$ cat src/rtl/da9708_burst_seq_if.sv
// da9708_burst_seq_if: burst configuration handshake, abort/status and DAC data bus
interface da9708_burst_seq_if #(
  parameter int PHASE_W = 32,
  parameter int CNT_W = 16
);
  logic cfg_valid;
  logic cfg_ready;
  logic [1:0] cfg_wave;
  logic [PHASE_W-1:0] cfg_step;
  logic [7:0] cfg_amp;
  logic [CNT_W-1:0] cfg_cycles;
  logic abort;
  logic busy;
  logic done;
  logic [7:0] da9708_data;
  modport master (
    output cfg_valid, cfg_wave, cfg_step, cfg_amp, cfg_cycles, abort,
    input cfg_ready, busy, done, da9708_data
  );
  modport slave (
    input cfg_valid, cfg_wave, cfg_step, cfg_amp, cfg_cycles, abort,
    output cfg_ready, busy, done, da9708_data
  );
endinterface

$ cat src/rtl/da9708_burst_seq.sv
// da9708_burst_seq: phase-accumulator waveform burst generator for the DA9708 DAC bus
module da9708_burst_seq #(
  parameter int CLK_FRE = 50,
  parameter int PHASE_W = 32,
  parameter int CNT_W = 16,
  parameter logic [7:0] IDLE_CODE = 8'd128
) (
  input logic clk,
  input logic rst,
  da9708_burst_seq_if.slave bus
);
  if (PHASE_W < 8) begin : g_phase_chk
    $error("PHASE_W must be at least 8");
  end
  if (CLK_FRE <= 0) begin : g_clk_chk
    $error("CLK_FRE must be positive");
  end
  typedef enum logic [1:0] {IDLE, RUN, PARK} state_t;
  state_t state;
  logic [PHASE_W-1:0] phase, step;
  logic [CNT_W-1:0] cnt, cycles;
  logic [1:0] wave;
  logic [7:0] amp, p, raw, code, data;
  logic [PHASE_W:0] nxt;
  logic signed [8:0] s;
  logic signed [17:0] prod;
  logic wrap_end, done;
  // waveform lookup from the top phase byte, then signed scaling around mid-scale
  always_comb begin
    p = phase[PHASE_W-1 -: 8];
    raw = wave == 2'd0 ? {8{p[7]}} :
          wave == 2'd1 ? p :
          wave == 2'd2 ? ~p :
          p[7] ? ~{p[6:0], 1'b0} : {p[6:0], 1'b0};
    s = $signed({1'b0, raw}) - 9'sd128;
    prod = s * $signed({1'b0, amp});
    code = 8'(prod >>> 8) + 8'd128;
    nxt = {1'b0, phase} + {1'b0, step};
    wrap_end = nxt[PHASE_W] && cycles != '0 && CNT_W'(cnt + 1'b1) == cycles;
  end
  // sequencer: accept config, run the accumulator, park at mid-scale with a done pulse
  always_ff @(posedge clk or posedge rst) begin
    if (rst) begin
      state <= IDLE;
      phase <= '0;
      cnt <= '0;
      wave <= '0;
      step <= '0;
      amp <= '0;
      cycles <= '0;
      data <= IDLE_CODE;
      done <= 1'b0;
    end else begin
      done <= state == PARK;
      if (state == IDLE) begin
        if (bus.cfg_valid) begin
          wave <= bus.cfg_wave;
          step <= bus.cfg_step;
          amp <= bus.cfg_amp;
          cycles <= bus.cfg_cycles;
          phase <= '0;
          cnt <= '0;
          state <= RUN;
        end
      end else if (state == RUN) begin
        data <= code;
        phase <= nxt[PHASE_W-1:0];
        if (nxt[PHASE_W]) cnt <= cnt + 1'b1;
        state <= (bus.abort || wrap_end) ? PARK : RUN;
      end else begin
        data <= IDLE_CODE;
        state <= IDLE;
      end
    end
  end
  assign bus.cfg_ready = state == IDLE;
  assign bus.busy = state != IDLE;
  assign bus.done = done;
  assign bus.da9708_data = data;
endmodule

$ cat src/flat_wrapper.sv
// flat-port wrapper written by rule: the top's interface ports become plain ports
module da9708_burst_seq_flat 
#(
  parameter int CLK_FRE = 50,
  parameter int PHASE_W = 32,
  parameter int CNT_W = 16,
  parameter logic [7:0] IDLE_CODE = 8'd128
)
  (clk, rst, bus_cfg_valid, bus_cfg_wave, bus_cfg_step, bus_cfg_amp, bus_cfg_cycles, bus_abort, bus_cfg_ready, bus_busy, bus_done, bus_da9708_data);
  da9708_burst_seq_if #(.PHASE_W(PHASE_W), .CNT_W(CNT_W)) bus_i ();
  input logic clk;
  input logic rst;
  input wire logic [$bits(bus_i.cfg_valid)-1:0] bus_cfg_valid;
  input wire logic [$bits(bus_i.cfg_wave)-1:0] bus_cfg_wave;
  input wire logic [$bits(bus_i.cfg_step)-1:0] bus_cfg_step;
  input wire logic [$bits(bus_i.cfg_amp)-1:0] bus_cfg_amp;
  input wire logic [$bits(bus_i.cfg_cycles)-1:0] bus_cfg_cycles;
  input wire logic [$bits(bus_i.abort)-1:0] bus_abort;
  output wire logic [$bits(bus_i.cfg_ready)-1:0] bus_cfg_ready;
  output wire logic [$bits(bus_i.busy)-1:0] bus_busy;
  output wire logic [$bits(bus_i.done)-1:0] bus_done;
  output wire logic [$bits(bus_i.da9708_data)-1:0] bus_da9708_data;
  assign bus_i.cfg_valid = bus_cfg_valid;
  assign bus_i.cfg_wave = bus_cfg_wave;
  assign bus_i.cfg_step = bus_cfg_step;
  assign bus_i.cfg_amp = bus_cfg_amp;
  assign bus_i.cfg_cycles = bus_cfg_cycles;
  assign bus_i.abort = bus_abort;
  assign bus_cfg_ready = bus_i.cfg_ready;
  assign bus_busy = bus_i.busy;
  assign bus_done = bus_i.done;
  assign bus_da9708_data = bus_i.da9708_data;
  da9708_burst_seq #(.CLK_FRE(CLK_FRE), .PHASE_W(PHASE_W), .CNT_W(CNT_W), .IDLE_CODE(IDLE_CODE)) u_core (.clk(clk), .rst(rst), .bus(bus_i));
endmodule
$ cat config.mk
export PLATFORM = sky130hd
export DESIGN_NAME = da9708_burst_seq_flat
export DESIGN_NICKNAME = d
export VERILOG_FILES = /design/src/rtl/da9708_burst_seq_if.sv /design/src/rtl/da9708_burst_seq.sv /design/src/flat_wrapper.sv
export SDC_FILE = /design/constraint.sdc
export NUM_CORES = 1
export LEC_CHECK = 0
export ABC_CLOCK_PERIOD_IN_PS = 7300
export BUFFER_PORTS_ARGS = -buffer_cell sky130_fd_sc_hd__buf_2
export CAP_MARGIN = 0
export CORE_MARGIN = 2
export CORE_UTILIZATION = 28
export CTS_BUF_LIST = sky130_fd_sc_hd__clkbuf_16
export DETAILED_ROUTE_END_ITERATION = 8
export HOLD_SLACK_MARGIN = 0.06
export SLEW_MARGIN = 30
export SYNTH_ARGS = -nofsm -noshare
export SYNTH_HDL_FRONTEND = slang
export SYNTH_SLANG_ARGS = --single-unit
$ cat constraint.sdc
create_clock -name clk -period 7.3 [get_ports clk]
set_clock_uncertainty 0.05 [all_clocks]
set_input_delay 2.19 -clock clk [delete_from_list [all_inputs] [get_ports clk]]
set_output_delay 2.19 -clock clk [all_outputs]
set_load 0.05 [all_outputs]
==> results.md, run 1 <==
- Outcome: finished, final reports clean
- Count of pins over their slew limit: 0
- Number of vias per cell: 4.78
- Top-area cell type share of the netlist area: 0.323
- Setup TNS: 0 ns
- Remaining DRCs: 0
- CTS H-tree depth: 4
- FFs w/ async S/R, synth: 1.00
- IO buf count: 72
- Reg clk slew, reported paths: 0.06 ns
- Final hold viol count: 0
- R2r setup slk: 1.39 ns
- Final Cycle Share: 0.810
- Slowest CP cell: dfrtp_1
- Worst min path class: reg2reg
- Largest net degree at the start of global routing: 71
- Initial Utilization: 0.285
- Number of flops mapped to enable cells by yosys: 0
- Clk Latency, worst-skew pair: 0.43 ns
- Synth Flop Type: dfrtp_1
- Wire per inst: 14.5 um
- Sequential share of the synthesized area: 0.326
- RePlAce Congestion: 0.792
- Antenna violations before repair: 1
- Adder-cell share of the synthesized area: 0.201
- Most common cell in the netlist: dfrtp_1
- Nets@finish: 1160
- DRT iter0 DRCs: 341
- WP data arrival: 6.19 ns
- CTS tree: yes
- Critical path class: reg2reg
- Via count: 6685
- Worst-margin pin slew: 0.918 ns
- Hpwl dp: 15300 um
- Unrepaired setup endpoints after global routing: false
- Area contributors post-synth: dfrtp_1 (32%), fa_1 (12%), ha_1 (8.5%), mux2_2 (7.3%), xnor2_1 (4.5%)
- Core area: 31600 um^2
- Mapped Area: 8980 um^2
- Worst-path maximum fanout: 23
- Syn Area/Cell: 9.75 um^2
- Clock Path Buffers: 2
- Post-synthesis mux area share: 0.0761
- Root Buffer: clkbuf_16
- Vias in the first global route: 6943
- Die height: 183 um
- CTS sink count: 117
- Crit-path most repeated cell: fa_1
- Post-synth top area cell: dfrtp_1
- Library cells used by synthesis: 65
- Synth Warn #: 0
- Fin worst setup slack: 1.39 ns
- Slowest Stage Delay on Critical Path: 0.77 ns
- Final Critical Period: 5.91 ns
- Mapped Cells: 921
- GRT Residual Overflow: 0
- XOR/XNOR Fraction of Synth Area: 0.0673
- Fin cells: 1400
- First-pass GRT wire length: 34300 um
- Final setup violation count: 0
- Antenna viol nets, final: 0
- CTS resizes: 0
- GRT Overall Usage: 0.128
- Cell-by-cell trace of the critical path: nor2_4 -> a21oi_1 -> nor2_1 -> a21oi_1 -> nand2_1 -> fa_1 -> inv_1 -> fa_1 -> ha_1 -> fa_1 -> ha_1 -> nand4_1 -> nor4b_1 -> o221ai_2 -> a311oi_2 -> a41o_1 -> o31a_1 -> a21oi_2 -> xnor2_1 -> a2bb2oi_1
- Fmax: 169 MHz
- Placed cell count: 1368
- CP required: 7.58 ns
- Hold_buf cts: 0
- Worst path top cell family by delay: adder cells
- CP startpoint kind: register
- Die ar.: 33500 um^2
- Post-Route WL: 20300 um
- Num rows: 65
- Die width: 183 um
- CP Buf/Inv Count: 1
- Post-synthesis register bit count: 117
- Max-cap violation count: 0
- Most frequent cells after synthesis: dfrtp_1 (116), inv_1 (77), nand2_1 (74)
- Layout cell share with drive strength beyond 1: 0.189
- Post-CTS setup buffers: 0
- Area growth, synth to finish: 14.9%
- Synth Area in Simple Gates: 0.145
- Max_slew headroom: 0.372
- Post-synthesis compound-gate area fraction: 0.136
- Cts bufs inserted: 17
- Main combinational cell family by area after synthesis: adder cells
- Syn_nets: 1096
- I/O pin count: 73
- Place WS: 1.41 ns
- Endpoint kind of the worst setup timing path: register
- DR pass1 iterations: 5
==> worst register-to-register path: stages (launching register included) <==
cell and delay [ns]:
dfrtp_1 0.77, nor2_4 0.11, a21oi_1 0.15, nor2_1 0.06, a21oi_1 0.44, nand2_1 0.16, fa_1 0.56, inv_1 0.06
fa_1 0.45, ha_1 0.34, fa_1 0.50, ha_1 0.33, nand4_1 0.10, nor4b_1 0.33, o221ai_2 0.21, a311oi_2 0.37
a41o_1 0.30, o31a_1 0.21, a21oi_2 0.07, xnor2_1 0.12, a2bb2oi_1 0.15
==> worst paths after layout <==
path	from	to	cells after the start
max	u_core.wave[1]	u_core.bus.da9708_data[7]	20
min in group asynchronous	rst	u_core.step[1]	2
min	u_core.bus.da9708_data[4]	u_core.bus.da9708_data[4]	2
max reg2reg	u_core.wave[1]	u_core.bus.da9708_data[7]	20
max in group asynchronous	rst	u_core.bus.da9708_data[6]	3
min reg2reg	u_core.bus.da9708_data[4]	u_core.bus.da9708_data[4]	2
==> cell usage in the layout, fill, tap and decap left out, types with 5 or more instances in the layout <==
| cell | count |
|---|---|
| nand2b_1 | 5 |
| o21ai_0 | 67 |
| dfrtp_1 | 116 |
| nor4_1 | 9 |
| o31ai_1 | 9 |
| nand2_1 | 73 |
| fa_1 | 52 |
| xor2_1 | 23 |
| clkbuf_16 | 17 |
| a21o_1 | 12 |
| xnor2_1 | 46 |
| ha_1 | 61 |
| mux2_2 | 58 |
| a21oi_1 | 46 |
| o21a_1 | 7 |
| o21bai_1 | 5 |
| buf_2 | 72 |
| nor3_1 | 6 |
| nor2_1 | 44 |
| nand4_1 | 10 |
| nand3_1 | 46 |
| nor2b_1 | 12 |
| and2_1 | 34 |
| inv_1 | 76 |
==> routing by layer <==
layer,track usage,vias up,part of all wire
met5,0,-,0
met4,0.0362,0,0.0090
met3,0.0240,8,0.035
met2,0.215,95,0.48
met1,0.168,3271,0.47
li1,-,3311,-
==> stage by stage <==
stage	area, um^2	utilization	hold slack (ns)
5_1_grt	10300	0.327	0.463
2_1_floorplan	8980	-	0.403
3_3_place_gp	9740	0.309	0.420
6_report	10300	0.327	0.427
3_5_place_dp	9740	0.309	0.420
4_1_cts	10300	0.327	0.432
==> cell type report <==
type | count | area [um^2]
Fill cell | 3226 | 21200
Inverter | 77 | 292
Sequential cell | 117 | 2930
Tap cell | 402 | 503
Timing Repair Buffer | 76 | 390
Clock inverter | 14 | 153
Multi-Input combinational cell | 696 | 5620
Clock buffer | 17 | 425
Antenna cell | 1 | 2.50
==> logic make-up after synthesis <==
| logic type | count (synthesis) |
|---|---|
| AND/OR/NAND/NOR | 262 |
| adder cells (fa/ha/maj) | 113 |
| flip-flops | 117 |
| XOR/XNOR | 69 |
| AO/OA/AOI/OAI | 191 |
| multiplexers | 61 |
| buffers and inverters | 108 |
==> state kept, by name, summed over array words and instances (netlist names) <==
signal / cells
u_core.phase: 32
u_core.bus.da9708_data: 8
u_core.state: 2
u_core.bus.done: 1
u_core.cnt: 16
u_core.cycles: 16
u_core.wave: 2
u_core.step: 32
u_core.amp: 8
Power of run 1 is not shown: default switching activity piles up to over one toggle a cycle in this logic, so the estimate is an artifact.
==> run 2: changes to the inputs <==
- ABC_AREA: unset -> 1
- ABC_CLOCK_PERIOD_IN_PS: 7300 -> 5980
- clock period: 7.3 -> 5.98 ns (I/O delays scaled with it)
==> results.md, run 2 <==
- Area contributors post-synth: dfrtp_1 (30%), nand2_1 (16%), fa_1 (11%), ha_1 (7.9%), inv_1 (6.8%) (was dfrtp_1 (32%), fa_1 (12%), ha_1 (8.5%), mux2_2 (7.3%), xnor2_1 (4.5%))
- Clock Path Buffers: 2 (unchanged)
- Fmax: 194 MHz (was 169 MHz)
- Most frequent cells in the layout: nand2_1 (411), inv_1 (173), nor2_1 (124), dfrtp_1 (116), o21ai_0 (77) (was dfrtp_1 (116), inv_1 (76), nand2_1 (73), buf_2 (72), o21ai_0 (67))
- Syn_nets: 1485 (was 1096)
- Num rows: 67 (was 65)
- Final Critical Period: 5.15 ns (was 5.91 ns)
- Post-Route WL: 25700 um (was 20300 um)
- Nets@finish: 1558 (was 1160)
- Mapped Cells: 1310 (was 921)
- Clk Latency, worst-skew pair: 0.43 ns (about the same)
- Setup TNS: 0 ns (unchanged)
- IO buf count: 72 (unchanged)
- Sequential share of the synthesized area: 0.304 (was 0.326)
- Vias in the first global route: 8815 (was 6943)
- Worst-margin pin slew: 0.794 ns (was 0.918 ns)
- Post-route cell area: 11100 um^2 (was 10300 um^2)
- Fill count: 3664 (was 3226)
- Top-area cell type share of the netlist area: 0.301 (was 0.323)
- Antenna violations before repair: 0 (was 1)
- CP startpoint kind: register (unchanged)
- Layout cell share with drive strength beyond 1: 0.115 (was 0.189)
- WP data arrival: 5.47 ns (was 6.19 ns)
- Die ar.: 35900 um^2 (was 33500 um^2)
- Most common cell after layout, fill and taps aside: nand2_1 (was dfrtp_1)
- Core area: 33700 um^2 (was 31600 um^2)
- Top flop regs: u_core.phase (32), u_core.step (32) (unchanged)
- Synth Warn #: 0 (unchanged)
- First-pass GRT wire length: 44100 um (was 34300 um)
- Unrepaired setup endpoints after global routing: false (unchanged)
- Area growth, synth to finish: 15.0% (was 14.9%)
- Number of vias per cell: 4.58 (was 4.78)
- Reg clk slew, reported paths: 0.06 ns (about the same)
- RePlAce Congestion: 0.866 (was 0.792)
- GRT Residual Overflow: 0 (unchanged)
- Antenna viol nets, final: 0 (unchanged)
- CTS tree: yes (unchanged)
- Fin util: 0.329 (was 0.327)
- Syn Area/Cell: 7.35 um^2 (was 9.75 um^2)
- Final Cycle Share: 0.862 (was 0.810)
- Root Buffer: clkbuf_16 (unchanged)
- Worst-path maximum fanout: 13 (was 23)
- Post-synthesis register bit count: 117 (unchanged)
- Die height: 189 um (was 183 um)
- Final setup violation count: 0 (unchanged)
- Post-synth top area cell: dfrtp_1 (unchanged)
- Mapped Area: 9630 um^2 (was 8980 um^2)
- Placed Area: 10500 um^2 (was 9740 um^2)
- Wire per inst: 13.9 um (was 14.5 um)
- Remaining DRCs: 0 (unchanged)
- Die width: 189 um (was 183 um)
- Via count: 8446 (was 6685)
- DR pass1 iterations: 7 (was 5)
- Largest net degree at the start of global routing: 80 (was 71)
- FFs w/ async S/R, synth: 1.00 (unchanged)
- Library cells used by synthesis: 49 (was 65)
- Initial Utilization: 0.286 (was 0.285)
- Most frequent cells after synthesis: nand2_1 (411), inv_1 (174), nor2_1 (126) (was dfrtp_1 (116), inv_1 (77), nand2_1 (74))
- Hpwl dp: 19800 um (was 15300 um)
- Number of flops mapped to enable cells by yosys: 0 (unchanged)
- Outcome: finished, final reports clean (unchanged)
- Final hold viol count: 0 (unchanged)
- CTS sink count: 117 (unchanged)
- Max-cap violation count: 0 (unchanged)
- Count of pins over their slew limit: 0 (unchanged)
- Critical path class: reg2reg (unchanged)
- Max_slew headroom: 0.471 (was 0.372)
- CTS resizes: 0 (unchanged)
- Hold_buf cts: 0 (unchanged)
- Cts bufs inserted: 17 (unchanged)
- I/O pin count: 73 (unchanged)
- Most common cell in the netlist: nand2_1 (was dfrtp_1)
- N_diodes: 0 (was 1)
- Worst min path class: reg2reg (unchanged)
- Synth Flop Type: dfrtp_1 (unchanged)
- CP required: 6.29 ns (was 7.58 ns)
- GRT Overall Usage: 0.153 (was 0.128)
- Post-CTS setup buffers: 0 (unchanged)
- Endpoint kind of the worst setup timing path: register (unchanged)
- CTS H-tree depth: 4 (unchanged)
- DRT iter0 DRCs: 510 (was 341)
-- run 2: worst paths after layout --
kind	from	end	slack [ns]	cells past startpoint
worst max register to register	u_core.phase[31]	u_core.bus.da9708_data[7]	0.83	20
worst max-delay path	u_core.phase[31]	u_core.bus.da9708_data[7]	0.83	20
worst min register to register	u_core.phase[23]	u_core.phase[23]	0.43	2
worst min-delay path	u_core.phase[23]	u_core.phase[23]	0.43	2
max in group asynchronous	rst	u_core.bus.da9708_data[7]	3.49	3
min in group asynchronous	rst	u_core.step[10]	1.44	2
-- run 2: stage by stage --
step | hold slack [ns] | std cells | setup WS, ns
CTS | 0.439 | 1844 | 0.857
global route | 0.458 | 1844 | 0.383
finish | 0.434 | 1844 | 0.826
floorplan | 0.373 | 1310 | 1.04
global placement | 0.397 | 1812 | 0.955
detailed placement | 0.422 | 1812 | 0.891
-- run 2: cells by family after synthesis --
| group | share of synthesized area |
|---|---|
| AO/OA/AOI/OAI | 0.118 |
| XOR/XNOR | 0.0244 |
| adder cells (fa/ha/maj) | 0.187 |
| AND/OR/NAND/NOR | 0.283 |
| buffers and inverters | 0.0830 |
| flip-flops | 0.304 |
-- run 2: worst max-delay path, cell delays in order (launching register included) --
cell and delay, ns:
dfrtp_1 0.60, inv_1 0.19, nand2_1 0.10, nand2_1 0.14, nor2_1 0.30, inv_1 0.11
fa_1 0.54, inv_1 0.05, fa_1 0.47, fa_1 0.54, inv_1 0.06, fa_1 0.53
inv_1 0.04, ha_1 0.34, a21oi_1 0.26, o21ai_0 0.15, a211oi_1 0.30, nand3_1 0.12
nand2_1 0.07, nor2_1 0.04, nor2_1 0.08
-- run 2: final cells by class --
type                    instances  area [um^2]  share of cell area
multi-input cells             988         5910               0.534
flip-flops and latches        117         2930               0.264
inverters                     180          678              0.0612
well taps                     448          561              0.0506
clock buffers                  17          425              0.0384
repair buffers                 79          413              0.0373
clock inverters                15          159              0.0143
-- run 2: routing by layer --
metal | global-route usage | vias up | part of all wire
li1 | - | 4320 | -
met4 | 0.0313 | 0 | 0.013
met3 | 0.0287 | 21 | 0.036
met1 | 0.207 | 3962 | 0.49
met2 | 0.255 | 143 | 0.46
met5 | 0 | - | 0
Power of run 2 is left out for the same reason.
==> run 3: changes to the inputs <==
- BUFFER_PORTS_ARGS: -buffer_cell sky130_fd_sc_hd__buf_2 -> -buffer_cell sky130_fd_sc_hd__buf_4
- CTS_BUF_LIST: sky130_fd_sc_hd__clkbuf_16 -> sky130_fd_sc_hd__clkbuf_4 sky130_fd_sc_hd__clkbuf_8
- SLEW_MARGIN: 30 -> unset
==> results.md, run 3 (same netlist as run 2, synthesis figures left out) <==
- Outcome: finished, final reports clean (unchanged)
- Min-delay src: u_core.state[0] (was u_core.phase[23])
- First-pass GRT wire length: 44100 um (about the same)
- Hpwl dp: 20100 um (was 19800 um)
- Worst-path maximum fanout: 13 (unchanged)
- Remaining DRCs: 0 (unchanged)
- GRT Overall Usage: 0.153 (about the same)
- Clk Latency, worst-skew pair: 0.46 ns (was 0.43 ns)
- Top flop regs: u_core.phase (32), u_core.step (32) (unchanged)
- Worst r2r src: u_core.phase[31] (unchanged)
- Most common cell after layout, fill and taps aside: nand2_1 (unchanged)
- IO buf count: 72 (unchanged)
- CP startpoint kind: register (unchanged)
- Worst min path class: reg2reg (unchanged)
- Post-CTS setup buffers: 0 (unchanged)
- Reg clk slew, reported paths: 0.08 ns (was 0.06 ns)
- Hold_buf cts: 0 (unchanged)
- Via count: 8530 (was 8446)
- GRT Residual Overflow: 0 (unchanged)
- Endpoint kind of the worst setup timing path: register (unchanged)
- Clock Path Buffers: 2 (unchanged)
- Initial Utilization: 0.286 (unchanged)
- Die ar.: 35900 um^2 (unchanged)
- Max_slew headroom: 0.478 (was 0.471)
- Worst-margin pin slew: 0.784 ns (was 0.794 ns)
- Crit. Startpoint: u_core.phase[31] (unchanged)
- RePlAce Congestion: 0.860 (was 0.866)
- Most frequent cells in the layout: nand2_1 (411), inv_1 (173), nor2_1 (125), dfrtp_1 (116), buf_4 (80) (was nand2_1 (411), inv_1 (173), nor2_1 (124), dfrtp_1 (116), o21ai_0 (77))
- Antenna viol nets, final: 0 (unchanged)
- Setup TNS: 0 ns (unchanged)
- Cts bufs inserted: 17 (unchanged)
- Antenna violations before repair: 0 (unchanged)
- Core area: 33700 um^2 (unchanged)
- CP required: 6.32 ns (was 6.29 ns)
- Largest net degree at the start of global routing: 80 (unchanged)
- Die width: 189 um (unchanged)
- Max-cap violation count: 0 (unchanged)
- Critical path class: reg2reg (unchanged)
- Nets@finish: 1559 (was 1558)
- Num rows: 67 (unchanged)
- DR pass1 iterations: 5 (was 7)
- CTS H-tree depth: 4 (unchanged)
- CTS resizes: 0 (unchanged)
- Final Cycle Share: 0.863 (was 0.862)
- Wire per inst: 13.9 um (about the same)
- I/O pin count: 73 (unchanged)
- CTS tree: yes (unchanged)
- WP data arrival: 5.50 ns (was 5.47 ns)
- Fmax: 194 MHz (about the same)
- CTS sink count: 117 (unchanged)
- Count of pins over their slew limit: 0 (unchanged)
- Number of vias per cell: 4.62 (was 4.58)
- Final Critical Period: 5.16 ns (was 5.15 ns)
- Die height: 189 um (unchanged)
- Vias in the first global route: 8756 (was 8815)
- Unrepaired setup endpoints after global routing: false (unchanged)
- Root Buffer: clkbuf_8 (was clkbuf_16)
- N_diodes: 0 (unchanged)
- DRT iter0 DRCs: 476 (was 510)
- Final setup violation count: 0 (unchanged)
- Post-Route WL: 25600 um (was 25700 um)
- Final hold viol count: 0 (unchanged)
- Area growth, synth to finish: 14.8% (was 15.0%)
- Layout cell share with drive strength beyond 1: 0.115 (about the same)
==> run 3: path summary, 6_finish.rpt <==
check / slack, ns / cells past startpoint / to
min in group asynchronous: 1.36 / 2 / u_core.step[10]
setup reg to reg: 0.82 / 20 / u_core.bus.da9708_data[7]
hold / removal: 0.40 / 1 / u_core.bus.done
hold reg to reg: 0.40 / 1 / u_core.bus.done
setup / recovery: 0.82 / 20 / u_core.bus.da9708_data[7]
max in group asynchronous: 3.51 / 3 / u_core.amp[6]
==> run 3: cell type report <==
class	instances	area, um^2
fill	3682	22600
multi-input combinational	988	5910
sequential	117	2930
inverter	180	678
timing repair buffer	80	601
tap	448	561
clock buffer	17	234
clock inverter	15	145
==> run 3: per-layer routing <==
metal  GRT usage  up-vias  part of all wire
met2       0.253      132              0.46
met4      0.0408        0             0.017
li1            -     4322                 -
met1       0.209     4047              0.49
met5           0        -                 0
met3      0.0250       29             0.031
==> run 3: through the flow <==
stage	util	std cells	cell area, um^2	worst slack [ns]	hold WS (ns)
after floorplan	-	1310	9630	1.04	0.373
after global placement	0.317	1813	10700	0.948	0.399
after detailed placement	0.317	1813	10700	0.885	0.402
after CTS	0.328	1845	11100	0.848	0.412
after global routing	0.328	1845	11100	0.404	0.436
final	0.328	1845	11100	0.818	0.404
==> run 3: critical path, cell delays in order (launching register included) <==
cell      delay, ns
dfrtp_1        0.60
inv_1          0.18
nand2_1        0.10
nand2_1        0.14
nor2_1         0.28
inv_1          0.11
fa_1           0.55
inv_1          0.05
fa_1           0.48
fa_1           0.55
inv_1          0.06
fa_1           0.52
inv_1          0.04
ha_1           0.34
a21oi_1        0.29
o21ai_0        0.18
a211oi_1       0.28
nand3_1        0.11
nand2_1        0.07
nor2_1         0.04
nor2_1         0.08
Power of run 3 is left out for the same reason.
